**config.mk**
```make
export PLATFORM = sky130hd
export DESIGN_NAME = cursor_config_ctrl_flat
export DESIGN_NICKNAME = d
export VERILOG_FILES = /design/src/rtl/cursor_config_ctrl_pkg.sv /design/src/rtl/cursor_config_ctrl_if.sv /design/src/rtl/cursor_config_ctrl_blink_timer.sv /design/src/rtl/cursor_config_ctrl.sv /design/src/flat_wrapper.sv
export SDC_FILE = /design/constraint.sdc
export NUM_CORES = 1
export LEC_CHECK = 0
export CORE_ASPECT_RATIO = 1.2
export CORE_UTILIZATION = 55
export DETAILED_ROUTE_END_ITERATION = 16
export PLACE_DENSITY = 0.8
export SLEW_MARGIN = 40
export SYNTH_ARGS = -nofsm -noshare
export SYNTH_HDL_FRONTEND = slang
export SYNTH_SLANG_ARGS = --single-unit
```
**constraint.sdc**
```tcl
create_clock -name clk -period 3.96 [get_ports clk]
set_clock_uncertainty 0.05 [all_clocks]
set_input_delay 1.188 -clock clk [delete_from_list [all_inputs] [get_ports clk]]
set_output_delay 1.188 -clock clk [all_outputs]
set_load 0.05 [all_outputs]
```
**src/rtl/cursor_config_ctrl_pkg.sv**
```systemverilog
// cursor_config_ctrl_pkg
// Shared definitions for the RTC display configuration path. The
// sequencer, the text generator and the RTC interface all import this
// package, so they agree on mode encodings and on field counts.
//   mode_e       : configuration mode encoding (0 normal .. 3 timer)
//   CUR_MAX_*    : highest cursor index in each configuration mode
//   cursor_max() : cursor limit for a given mode (0 in normal)
//   mode_after() : mode that follows a given mode when config is pressed
package cursor_config_ctrl_pkg;

  typedef enum logic [1:0] {
    MODE_NORMAL = 2'd0,
    MODE_HORA   = 2'd1,
    MODE_FECHA  = 2'd2,
    MODE_TIMER  = 2'd3
  } mode_e;

  // HORA fields: 0 = seconds, 1 = minutes, 2 = hours, 3 = AM/PM
  localparam logic [1:0] CUR_MAX_HORA  = 2'd3;
  // FECHA fields: 0 = year, 1 = month, 2 = day
  localparam logic [1:0] CUR_MAX_FECHA = 2'd2;
  localparam logic [1:0] CUR_MAX_TIMER = 2'd2;

  function automatic logic [1:0] cursor_max(input mode_e mode);
    case (mode)
      MODE_HORA:  return CUR_MAX_HORA;
      MODE_FECHA: return CUR_MAX_FECHA;
      MODE_TIMER: return CUR_MAX_TIMER;
      default:    return 2'd0;
    endcase
  endfunction

  function automatic mode_e mode_after(input mode_e mode);
    case (mode)
      MODE_NORMAL: return MODE_HORA;
      MODE_HORA:   return MODE_FECHA;
      MODE_FECHA:  return MODE_TIMER;
      default:     return MODE_NORMAL;
    endcase
  endfunction

endpackage

```
**src/rtl/cursor_config_ctrl_if.sv**
```systemverilog
// cursor_config_ctrl_if
// Bundles the debounced button pulses going into the configuration
// sequencer and the registered control outputs coming out of it.
//   btn_config/left/right/up/down : single-cycle button pulses
//   config_mode, cursor_location  : current mode and selected field
//   parpadeo                      : cursor blink phase, 1 = drawn
//   inc_pulse, dec_pulse          : field adjust strobes to the RTC
//   commit_pulse, commit_target   : leave-mode strobe and old mode
// Modports: master drives buttons (debouncers / bench), slave is the
// sequencer itself.
interface cursor_config_ctrl_if;
  import cursor_config_ctrl_pkg::*;

  logic       btn_config;
  logic       btn_left;
  logic       btn_right;
  logic       btn_up;
  logic       btn_down;
  mode_e      config_mode;
  logic [1:0] cursor_location;
  logic       parpadeo;
  logic       inc_pulse;
  logic       dec_pulse;
  logic       commit_pulse;
  mode_e      commit_target;

  modport master (
    output btn_config, btn_left, btn_right, btn_up, btn_down,
    input  config_mode, cursor_location, parpadeo,
           inc_pulse, dec_pulse, commit_pulse, commit_target
  );

  modport slave (
    input  btn_config, btn_left, btn_right, btn_up, btn_down,
    output config_mode, cursor_location, parpadeo,
           inc_pulse, dec_pulse, commit_pulse, commit_target
  );

endinterface

```
**src/rtl/cursor_config_ctrl_blink_timer.sv**
```systemverilog
// blink_timer
// Half-period toggler for the configuration cursor.
//   clk, reset : clock and synchronous active-high reset
//   enable     : low forces blink = 0 and holds the counter at 0
//   restart    : forces blink = 1 and restarts the half-period
//   blink      : registered blink phase
module blink_timer #(
  parameter int unsigned HALF = 25_000_000
) (
  input  logic clk,
  input  logic reset,
  input  logic enable,
  input  logic restart,
  output logic blink
);

  localparam int unsigned W = (HALF > 1) ? $clog2(HALF) : 1;
  localparam logic [W-1:0] LAST = W'(HALF - 1);

  logic [W-1:0] count;

  // The counter returns to 0 on the toggle, so it never wraps.
  always_ff @(posedge clk) begin
    if (reset || !enable) begin
      count <= '0;
      blink <= 1'b0;
    end else if (restart) begin
      count <= '0;
      blink <= 1'b1;
    end else if (count == LAST) begin
      count <= '0;
      blink <= ~blink;
    end else begin
      count <= count + W'(1);
    end
  end

endmodule

```
**src/rtl/cursor_config_ctrl.sv**
```systemverilog
// cursor_config_ctrl
// Turns debounced button pulses into the display configuration state.
// It produces the mode, the cursor field and the blink phase for the
// character generator, and the inc/dec/commit strobes for the RTC.
//   clk, reset : clock and synchronous active-high reset
//   bus        : slave side of cursor_config_ctrl_if (buttons in,
//                registered control outputs out)
// Parameters: BLINK_HALF = cycles per blink half-period,
//             IDLE_TIMEOUT = idle cycles before auto-exit with commit.
module cursor_config_ctrl
  import cursor_config_ctrl_pkg::*;
#(
  parameter int unsigned BLINK_HALF   = 25_000_000,
  parameter int unsigned IDLE_TIMEOUT = 1_000_000_000
) (
  input  logic                 clk,
  input  logic                 reset,
  cursor_config_ctrl_if.slave  bus
);

  localparam int unsigned IW = (IDLE_TIMEOUT > 1) ? $clog2(IDLE_TIMEOUT) : 1;
  localparam logic [IW-1:0] IDLE_LAST = IW'(IDLE_TIMEOUT - 1);

  mode_e         mode, mode_next;
  logic [1:0]    cursor, cursor_next;
  logic [IW-1:0] idle, idle_next;
  logic          inc, inc_next;
  logic          dec, dec_next;
  logic          commit, commit_next;
  mode_e         target, target_next;

  logic in_config;
  logic accept_config, accept_left, accept_right, accept_up, accept_down;
  logic any_accept;
  logic timeout;
  logic blink_enable;
  logic blink;

  // Only one button is taken per cycle (config > left > right > up >
  // down). Everything except config is dropped in normal mode.
  assign in_config     = (mode != MODE_NORMAL);
  assign accept_config = bus.btn_config;
  assign accept_left   = in_config && !bus.btn_config && bus.btn_left;
  assign accept_right  = in_config && !bus.btn_config && !bus.btn_left
                         && bus.btn_right;
  assign accept_up     = in_config && !bus.btn_config && !bus.btn_left
                         && !bus.btn_right && bus.btn_up;
  assign accept_down   = in_config && !bus.btn_config && !bus.btn_left
                         && !bus.btn_right && !bus.btn_up && bus.btn_down;
  assign any_accept    = accept_config || accept_left || accept_right
                         || accept_up || accept_down;
  assign timeout       = in_config && (idle == IDLE_LAST);

  always_ff @(posedge clk) begin
    if (reset) begin
      mode   <= MODE_NORMAL;
      cursor <= 2'd0;
      idle   <= '0;
      inc    <= 1'b0;
      dec    <= 1'b0;
      commit <= 1'b0;
      target <= MODE_NORMAL;
    end else begin
      mode   <= mode_next;
      cursor <= cursor_next;
      idle   <= idle_next;
      inc    <= inc_next;
      dec    <= dec_next;
      commit <= commit_next;
      target <= target_next;
    end
  end

  // An accepted button outranks a timeout in the same cycle, so a press
  // on the last idle cycle keeps the mode alive.
  always_comb begin
    mode_next   = mode;
    cursor_next = cursor;
    idle_next   = idle;
    inc_next    = 1'b0;
    dec_next    = 1'b0;
    commit_next = 1'b0;
    target_next = target;

    if (accept_config) begin
      mode_next = mode_after(mode);
      if (in_config) begin
        commit_next = 1'b1;
        target_next = mode;
      end
    end else if (accept_left) begin
      cursor_next = (cursor == cursor_max(mode)) ? 2'd0 : cursor + 2'd1;
    end else if (accept_right) begin
      cursor_next = (cursor == 2'd0) ? cursor_max(mode) : cursor - 2'd1;
    end else if (accept_up) begin
      inc_next = 1'b1;
    end else if (accept_down) begin
      dec_next = 1'b1;
    end else if (timeout) begin
      mode_next   = MODE_NORMAL;
      commit_next = 1'b1;
      target_next = mode;
    end

    if (mode_next != mode) begin
      cursor_next = 2'd0;
    end

    // timeout has already moved mode_next to NORMAL, so the increment
    // below never runs past IDLE_LAST.
    if (mode_next == MODE_NORMAL || any_accept) begin
      idle_next = '0;
    end else begin
      idle_next = idle + IW'(1);
    end
  end

  // Blink follows the next mode so parpadeo changes in step with
  // config_mode on the same edge.
  assign blink_enable = (mode_next != MODE_NORMAL);

  blink_timer #(
    .HALF(BLINK_HALF)
  ) u_blink_timer (
    .clk     (clk),
    .reset   (reset),
    .enable  (blink_enable),
    .restart (any_accept),
    .blink   (blink)
  );

  assign bus.config_mode     = mode;
  assign bus.cursor_location = cursor;
  assign bus.parpadeo        = blink;
  assign bus.inc_pulse       = inc;
  assign bus.dec_pulse       = dec;
  assign bus.commit_pulse    = commit;
  assign bus.commit_target   = target;

endmodule

```
**src/flat_wrapper.sv**
```systemverilog
// flat-port wrapper written by rule: the top's interface ports become plain ports
module cursor_config_ctrl_flat import cursor_config_ctrl_pkg::*;
#(
  parameter int unsigned BLINK_HALF   = 25_000_000,
  parameter int unsigned IDLE_TIMEOUT = 1_000_000_000
)
  (clk, reset, bus_btn_config, bus_btn_left, bus_btn_right, bus_btn_up, bus_btn_down, bus_config_mode, bus_cursor_location, bus_parpadeo, bus_inc_pulse, bus_dec_pulse, bus_commit_pulse, bus_commit_target);
  cursor_config_ctrl_if bus_i ();
  input  logic clk;
  input  logic reset;
  input wire logic [$bits(bus_i.btn_config)-1:0] bus_btn_config;
  input wire logic [$bits(bus_i.btn_left)-1:0] bus_btn_left;
  input wire logic [$bits(bus_i.btn_right)-1:0] bus_btn_right;
  input wire logic [$bits(bus_i.btn_up)-1:0] bus_btn_up;
  input wire logic [$bits(bus_i.btn_down)-1:0] bus_btn_down;
  output wire logic [$bits(bus_i.config_mode)-1:0] bus_config_mode;
  output wire logic [$bits(bus_i.cursor_location)-1:0] bus_cursor_location;
  output wire logic [$bits(bus_i.parpadeo)-1:0] bus_parpadeo;
  output wire logic [$bits(bus_i.inc_pulse)-1:0] bus_inc_pulse;
  output wire logic [$bits(bus_i.dec_pulse)-1:0] bus_dec_pulse;
  output wire logic [$bits(bus_i.commit_pulse)-1:0] bus_commit_pulse;
  output wire logic [$bits(bus_i.commit_target)-1:0] bus_commit_target;
  assign bus_i.btn_config = bus_btn_config;
  assign bus_i.btn_left = bus_btn_left;
  assign bus_i.btn_right = bus_btn_right;
  assign bus_i.btn_up = bus_btn_up;
  assign bus_i.btn_down = bus_btn_down;
  assign bus_config_mode = bus_i.config_mode;
  assign bus_cursor_location = bus_i.cursor_location;
  assign bus_parpadeo = bus_i.parpadeo;
  assign bus_inc_pulse = bus_i.inc_pulse;
  assign bus_dec_pulse = bus_i.dec_pulse;
  assign bus_commit_pulse = bus_i.commit_pulse;
  assign bus_commit_target = bus_i.commit_target;
  cursor_config_ctrl #(.BLINK_HALF(BLINK_HALF), .IDLE_TIMEOUT(IDLE_TIMEOUT)) u_core (.clk(clk), .reset(reset), .bus(bus_i));
endmodule
```
; After elaboration in Yosys (flattened, before gate mapping)
; Cells that the tools add are included.
[word_totals]
regBits = 65
latch_bits = 0
ramBits = 0
romBits = 0
in_bits = 7
out_inout_bits = 10
elab_cells = 95
memories = 0
[classes]
addsub = 4
multipliers = 0
div_mod_pow = 0
magnitude_cmp = 0
eq_ne = 12
n_shift = 0
muxes = 32
bitwise_logic = 2
reduce_logical = 36
[ops]
columns = cell, n
row1 = $mux W2, 19
row2 = $add A30 B1 Y30 const B, 1
row3 = $eq A30 B30 Y1 const B, 1
row4 = $add A25 B1 Y25 const B, 1
row5 = $eq A25 B25 Y1 const B, 1
row6 = $mux W1, 11
row7 = $reduce_bool A2 Y1, 5
row8 = $logic_and A1 B1 Y1, 9
row9 = $ne A2 B2 Y1 const B, 4
row10 = $logic_not A2 Y1, 3
row11 = $logic_or A1 B1 Y1, 6
row12 = $pmux W2 S3, 1
row13 = $reduce_and A6 Y1, 1
row14 = $reduce_or A2 Y1, 3
row15 = $logic_not A1 Y1, 5
row16 = $reduce_or A5 Y1, 1
row17 = $eq A2 B2 Y1 const B, 2
row18 = $pmux W2 S2, 1
row19 = $reduce_or A4 Y1, 1
row20 = $reduce_or A3 Y1, 1
row21 = $add A2 B1 Y2 const B, 1
row22 = $eq A2 B1 Y1 const B, 1
row23 = $eq A2 B2 Y1, 1
row24 = $ne A2 B1 Y1 const B, 1
row25 = 4 further kinds, 5

; Longest topological paths before layout
[logic_depth]
depth_word = 15
ltp_mapped = 8

; By module
; From an unflattened synthesis, not the netlist that was laid out.
[unflattened]
cells_unflattened = 372
hier_area_um2 = 3184.3
[by_module_without_submodules]
columns = mod, n_inst, cells_each, area_each_um2, seq_area_each_um2
row1 = cursor_config_ctrl, 1, 232, 1975.6, 780.7
row2 = blink_timer, 1, 140, 1208.7, 520.5

; Least setup slack after synthesis
; OpenSTA, ideal clock, no wires.
[synth_timing]
kind = input to register
from = input port bus_btn_left
to = register u_core.u_blink_timer.count[10]
setup_time_ns = 0.064
arrival_ns = 2.372
path_slack_ns = 1.474
path_stages = 6
n_path_buf = 1
cell_sequence = nor4_1 -> o21bai_1 -> nor3_2 -> nand3_2 -> buf_4 -> nor2_1
[synth_via]
elab_chain_len = 14
[synth_rtl]
columns = element, line_no
row1 = start: declaration, flat_wrapper.sv:12  ; input wire logic [$bits(bus_i.btn_left)-1:0] bus_btn_left;
row2 = $logic_not A1 Y1, "cursor_config_ctrl.sv:44, cursor_config_ctrl.sv:46, cursor_config_ctrl.sv:48"
row3 = $logic_and A1 B1 Y1, "cursor_config_ctrl.sv:44, cursor_config_ctrl.sv:46, cursor_config_ctrl.sv:48"
row4 = $logic_and A1 B1 Y1, "cursor_config_ctrl.sv:47, cursor_config_ctrl.sv:49"
row5 = $logic_and A1 B1 Y1 (2 in a row), cursor_config_ctrl.sv:49  ; && !bus.btn_right && !bus.btn_up && bus.btn_down;
row6 = $mux W2, cursor_config_ctrl.sv:97  ; end else if (accept_down) begin
row7 = $mux W2, cursor_config_ctrl.sv:95  ; end else if (accept_up) begin
row8 = $mux W2, cursor_config_ctrl.sv:93  ; end else if (accept_right) begin
row9 = $mux W2, cursor_config_ctrl.sv:91  ; end else if (accept_left) begin
row10 = $mux W2, cursor_config_ctrl.sv:85  ; if (accept_config) begin
row11 = $reduce_bool A2 Y1, cursor_config_ctrl.sv:120  ; assign blink_enable = (mode_next != MODE_NORMAL);
row12 = $logic_not A1 Y1, cursor_config_ctrl_blink_timer.sv:24  ; if (reset || !enable) begin
row13 = $logic_or A1 B1 Y1, cursor_config_ctrl_blink_timer.sv:24
row14 = $reduce_or A3 Y1 (no source line) (*), n/a
row15 = end signal: assignment, cursor_config_ctrl_blink_timer.sv:34  ; count <= count + W'(1);
row16 = end: declaration, cursor_config_ctrl_blink_timer.sv:20  ; logic [W-1:0] count;
; Every way passes the cells marked *; elsewhere a longest branch is shown, timed or not.
; A chain may end at the register's enable or synchronous reset.

; Worst setup path after layout
[layout_timing]
from = input port bus_btn_left
to = register u_core.u_blink_timer.count[24]
; The elaborated chain is that of the path after synthesis.

==> results.json <==
{
  "drt-initial-drc-count": 135,
  "outcome": "complete, no violations",
  "timing_worst_slew_pin_value_ns": 0.709,
  "first_global_vias": 2389,
  "drt_wl_total_mm": 5.98,
  "leakage_nw": 1.14,
  "worst_hold_slack_ns": 0.416,
  "pin_count_of_the_biggest_net_entering_global_routing": 28,
  "report.power.total_mw": 1.46,
  "numPortBuffers": 16,
  "ys_ff_latch": 65,
  "power-per-cell-area_mw_per_mm2": 403,
  "synth.yosys.seq_area_share": 0.409,
  "design.core.area_mm2": 0.00544,
  "start_kind": "input port",
  "globalRoute.totalOverflow": 0,
  "cts_root_buf": "clkbuf_8",
  "synth-simple-area-share": 0.344,
  "fin_crit_ns": 3.14,
  "final-max-slew-violation-count": 0,
  "post_synth_xor_area_fraction": 0.149,
  "timing.critical_path.arrival_ns": 3.37,
  "hp-start": "u_core.idle[0]",
  "mappedNetlistNets": 379,
  "fp.dieArea_mm2": 0.00609,
  "via_per_inst": 5.77,
  "synth.mux.area_fraction": 0,
  "num-nets-final": 398,
  "deepest_level_of_the_cts_h_tree": 3,
  "numCtsBuffers": 9,
  "critical_path_class": "input port to flip-flop",
  "synth-edff-count": 0,
  "crit_start": "bus_btn_left",
  "worst_setup_path_end_kind": "flip-flop",
  "die_y_um": 85.3,
  "grt_pass1_wl_mm": 10.3,
  "num_rows": 29,
  "area_share_of_the_largest_cell_type_after_synthesis": 0.409,
  "cts_tree": "done",
  "post-route-worst-setup-slack_ns": 0.820,
  "clock_sink_count": 65,
  "worstSkewPairLatency_ns": 0.35,
  "clkSlewWorstSetupHoldPaths_ns": 0.07,
  "final_layout_size_suffix_gt1_frac": 0.0668,
  "min_delay_path_depth": 1,
  "synthAdderAreaFrac": 0.0275,
  "rsz0062_at_grt": "false",
  "routed-via-count": 2601,
  "max-slew-margin-rel": 0.524,
  "drt_pre_antenna_iters": 4,
  "initial_core_util": 0.584,
  "required_ns": 4.19,
  "finalHoldViolations": 0,
  "reg2reg_depth": 7,
  "postRouteAntennaNets": 0,
  "synth-compound-area-share": 0.0421,
  "cts.hold.buffers_added": 0,
  "ys_warn_count": 0,
  "post_dp_cell_area_mm2": 0.00337,
  "setup_viol": 0,
  "synth_area_leaders": "dfxtp_1 41%, xor2_1 9.6%, nor2_1 8.9%",
  "maxCapViolations": 0,
  "synth-async-reset-ratio": 0,
  "post_cts_resize_count": 0,
  "num_antenna_cells": 0,
  "ir_drop_v": 0.000272,
  "postCtsSetupRepairBufs": 0,
  "distinct_cell_type_count_of_the_synthesized_netlist": 45,
  "achievable-frequency_mhz": 318,
  "timing.setup.tns_ns": 0,
  "ctsLongestPathBuffers": 2,
  "routedWlPerCell_um": 13.3,
  "post_synth.cell_area_avg_um2": 8.71,
  "grt_usage": 0.215,
  "holdCritPathClass": "flip-flop to flip-flop",
  "floorplan.die.width_um": 71.4,
  "r2r-start": "u_core.bus.config_mode[0]",
  "ys.flop_type": "dfxtp_1",
  "io_pins": 17,
  "areaGrowthSynthToFinish_pct": 13.5,
  "layout_worst_path_cycle_share": 0.793,
  "drc_errors": 0,
  "place.gp.congestion": 0.820,
  "critPathMaxFanout": 25,
  "synthesis.area_mm2": 0.00318,
  "place.detailed.hpwl_mm": 4.09,
  "pre_cts_ws_ns": 0.505,
  "filler_cell_count": 460,
  "grt_antenna_before_repair": 0,
  "postSynthCellCount": 365,
  "synth_area_leader_cell": "dfxtp_1",
  "final_cell_area_mm2": 0.00361,
  "synth_top_family_by_area": "simple AND/OR/NAND/NOR gates"
}
==> cell families after synthesis <==
| group | after synthesis |
|---|---|
| fa+ha+maj | 7 |
| xor+xnor | 54 |
| buf+inv | 16 |
| flops | 65 |
| simple gates | 203 |
| compound gates | 20 |
==> report_power, final <==
part	switching (mW)	internal, mW
combinational	0.0652	0.0386
sequential	0.00720	0.660
clock	0.250	0.434
total	0.322	1.13
==> layout by cell type (no fill, tap or decap), drive strengths merged, types with 10 or more instances in the layout <==
master,count
clkdlybuf4s50,16
nor2,75
nand3,25
nor3,10
xor2,35
clkbuf,11
nor4,10
nand4,22
xnor2,19
nand2,20
dfxtp,65
==> path summary, 6_finish.rpt <==
path                               endpoint  slack [ns]
min                          u_core.idle[0]        0.42
min reg2reg                  u_core.idle[0]        0.42
max          u_core.u_blink_timer.count[24]        0.82
max reg2reg                 u_core.idle[10]        1.45
==> routing by layer <==
metal / track usage / vias up / share of wire / wire, um
li1: - / 1326 / - / -
met1: 0.257 / 1229 / 0.48 / 2850
met2: 0.362 / 33 / 0.47 / 2830
met3: 0.0475 / 13 / 0.027 / 164
met4: 0.104 / 0 / 0.023 / 137
met5: 0 / - / 0 / 0
==> per-stage QoR <==
stage           util  cells
6_report       0.663    451
5_1_grt        0.663    451
4_1_cts        0.663    451
3_5_place_dp   0.619    435
3_3_place_gp   0.617    435
2_1_floorplan      -    365
==> Yosys cell counts (all sizes together) (2+ instances only) <==
library cell	count
a21boi	2
a21oi	4
and3	8
and4	7
buf	6
clkbuf	3
dfxtp	65
ha	7
inv	7
nand2	20
nand2b	2
nand3	25
nand3b	3
nand4	22
nor2	75
nor3	10
nor3b	3
nor4	10
nor4b	3
nor4bb	2
o211ai	3
o21ai	5
o41ai	2
or3	4
or4	2
or4b	2
xnor2	19
xor2	35
==> final cells by class <==
type                       count  area (um2)  share of cell area
tap                           62        77.6              0.0215
timing repair buffer          17         168              0.0464
inverter                       7        26.3             0.00728
clock inverter                 5         103              0.0284
sequential                    65        1300               0.360
clock buffer                  11         141              0.0392
multi-input combinational    284        1790               0.497
==> registers in the layout (all words and copies together), names as in the netlist <==
register                    cells
u_core.bus.commit_target        2
u_core.bus.inc_pulse            1
u_core.u_blink_timer.count     25
u_core.u_blink_timer.blink      1
u_core.bus.config_mode          2
u_core.bus.cursor_location      2
u_core.idle                    30
u_core.bus.dec_pulse            1
u_core.bus.commit_pulse         1
==> worst max-delay path: stages <==
cell	delay, ns
clkdlybuf4s50_1	0.52
nor4_1	0.44
o21bai_1	0.22
nor3_2	0.30
nand3_2	0.47
nor2_1	0.23
Power figures use the tool's default switching activity.
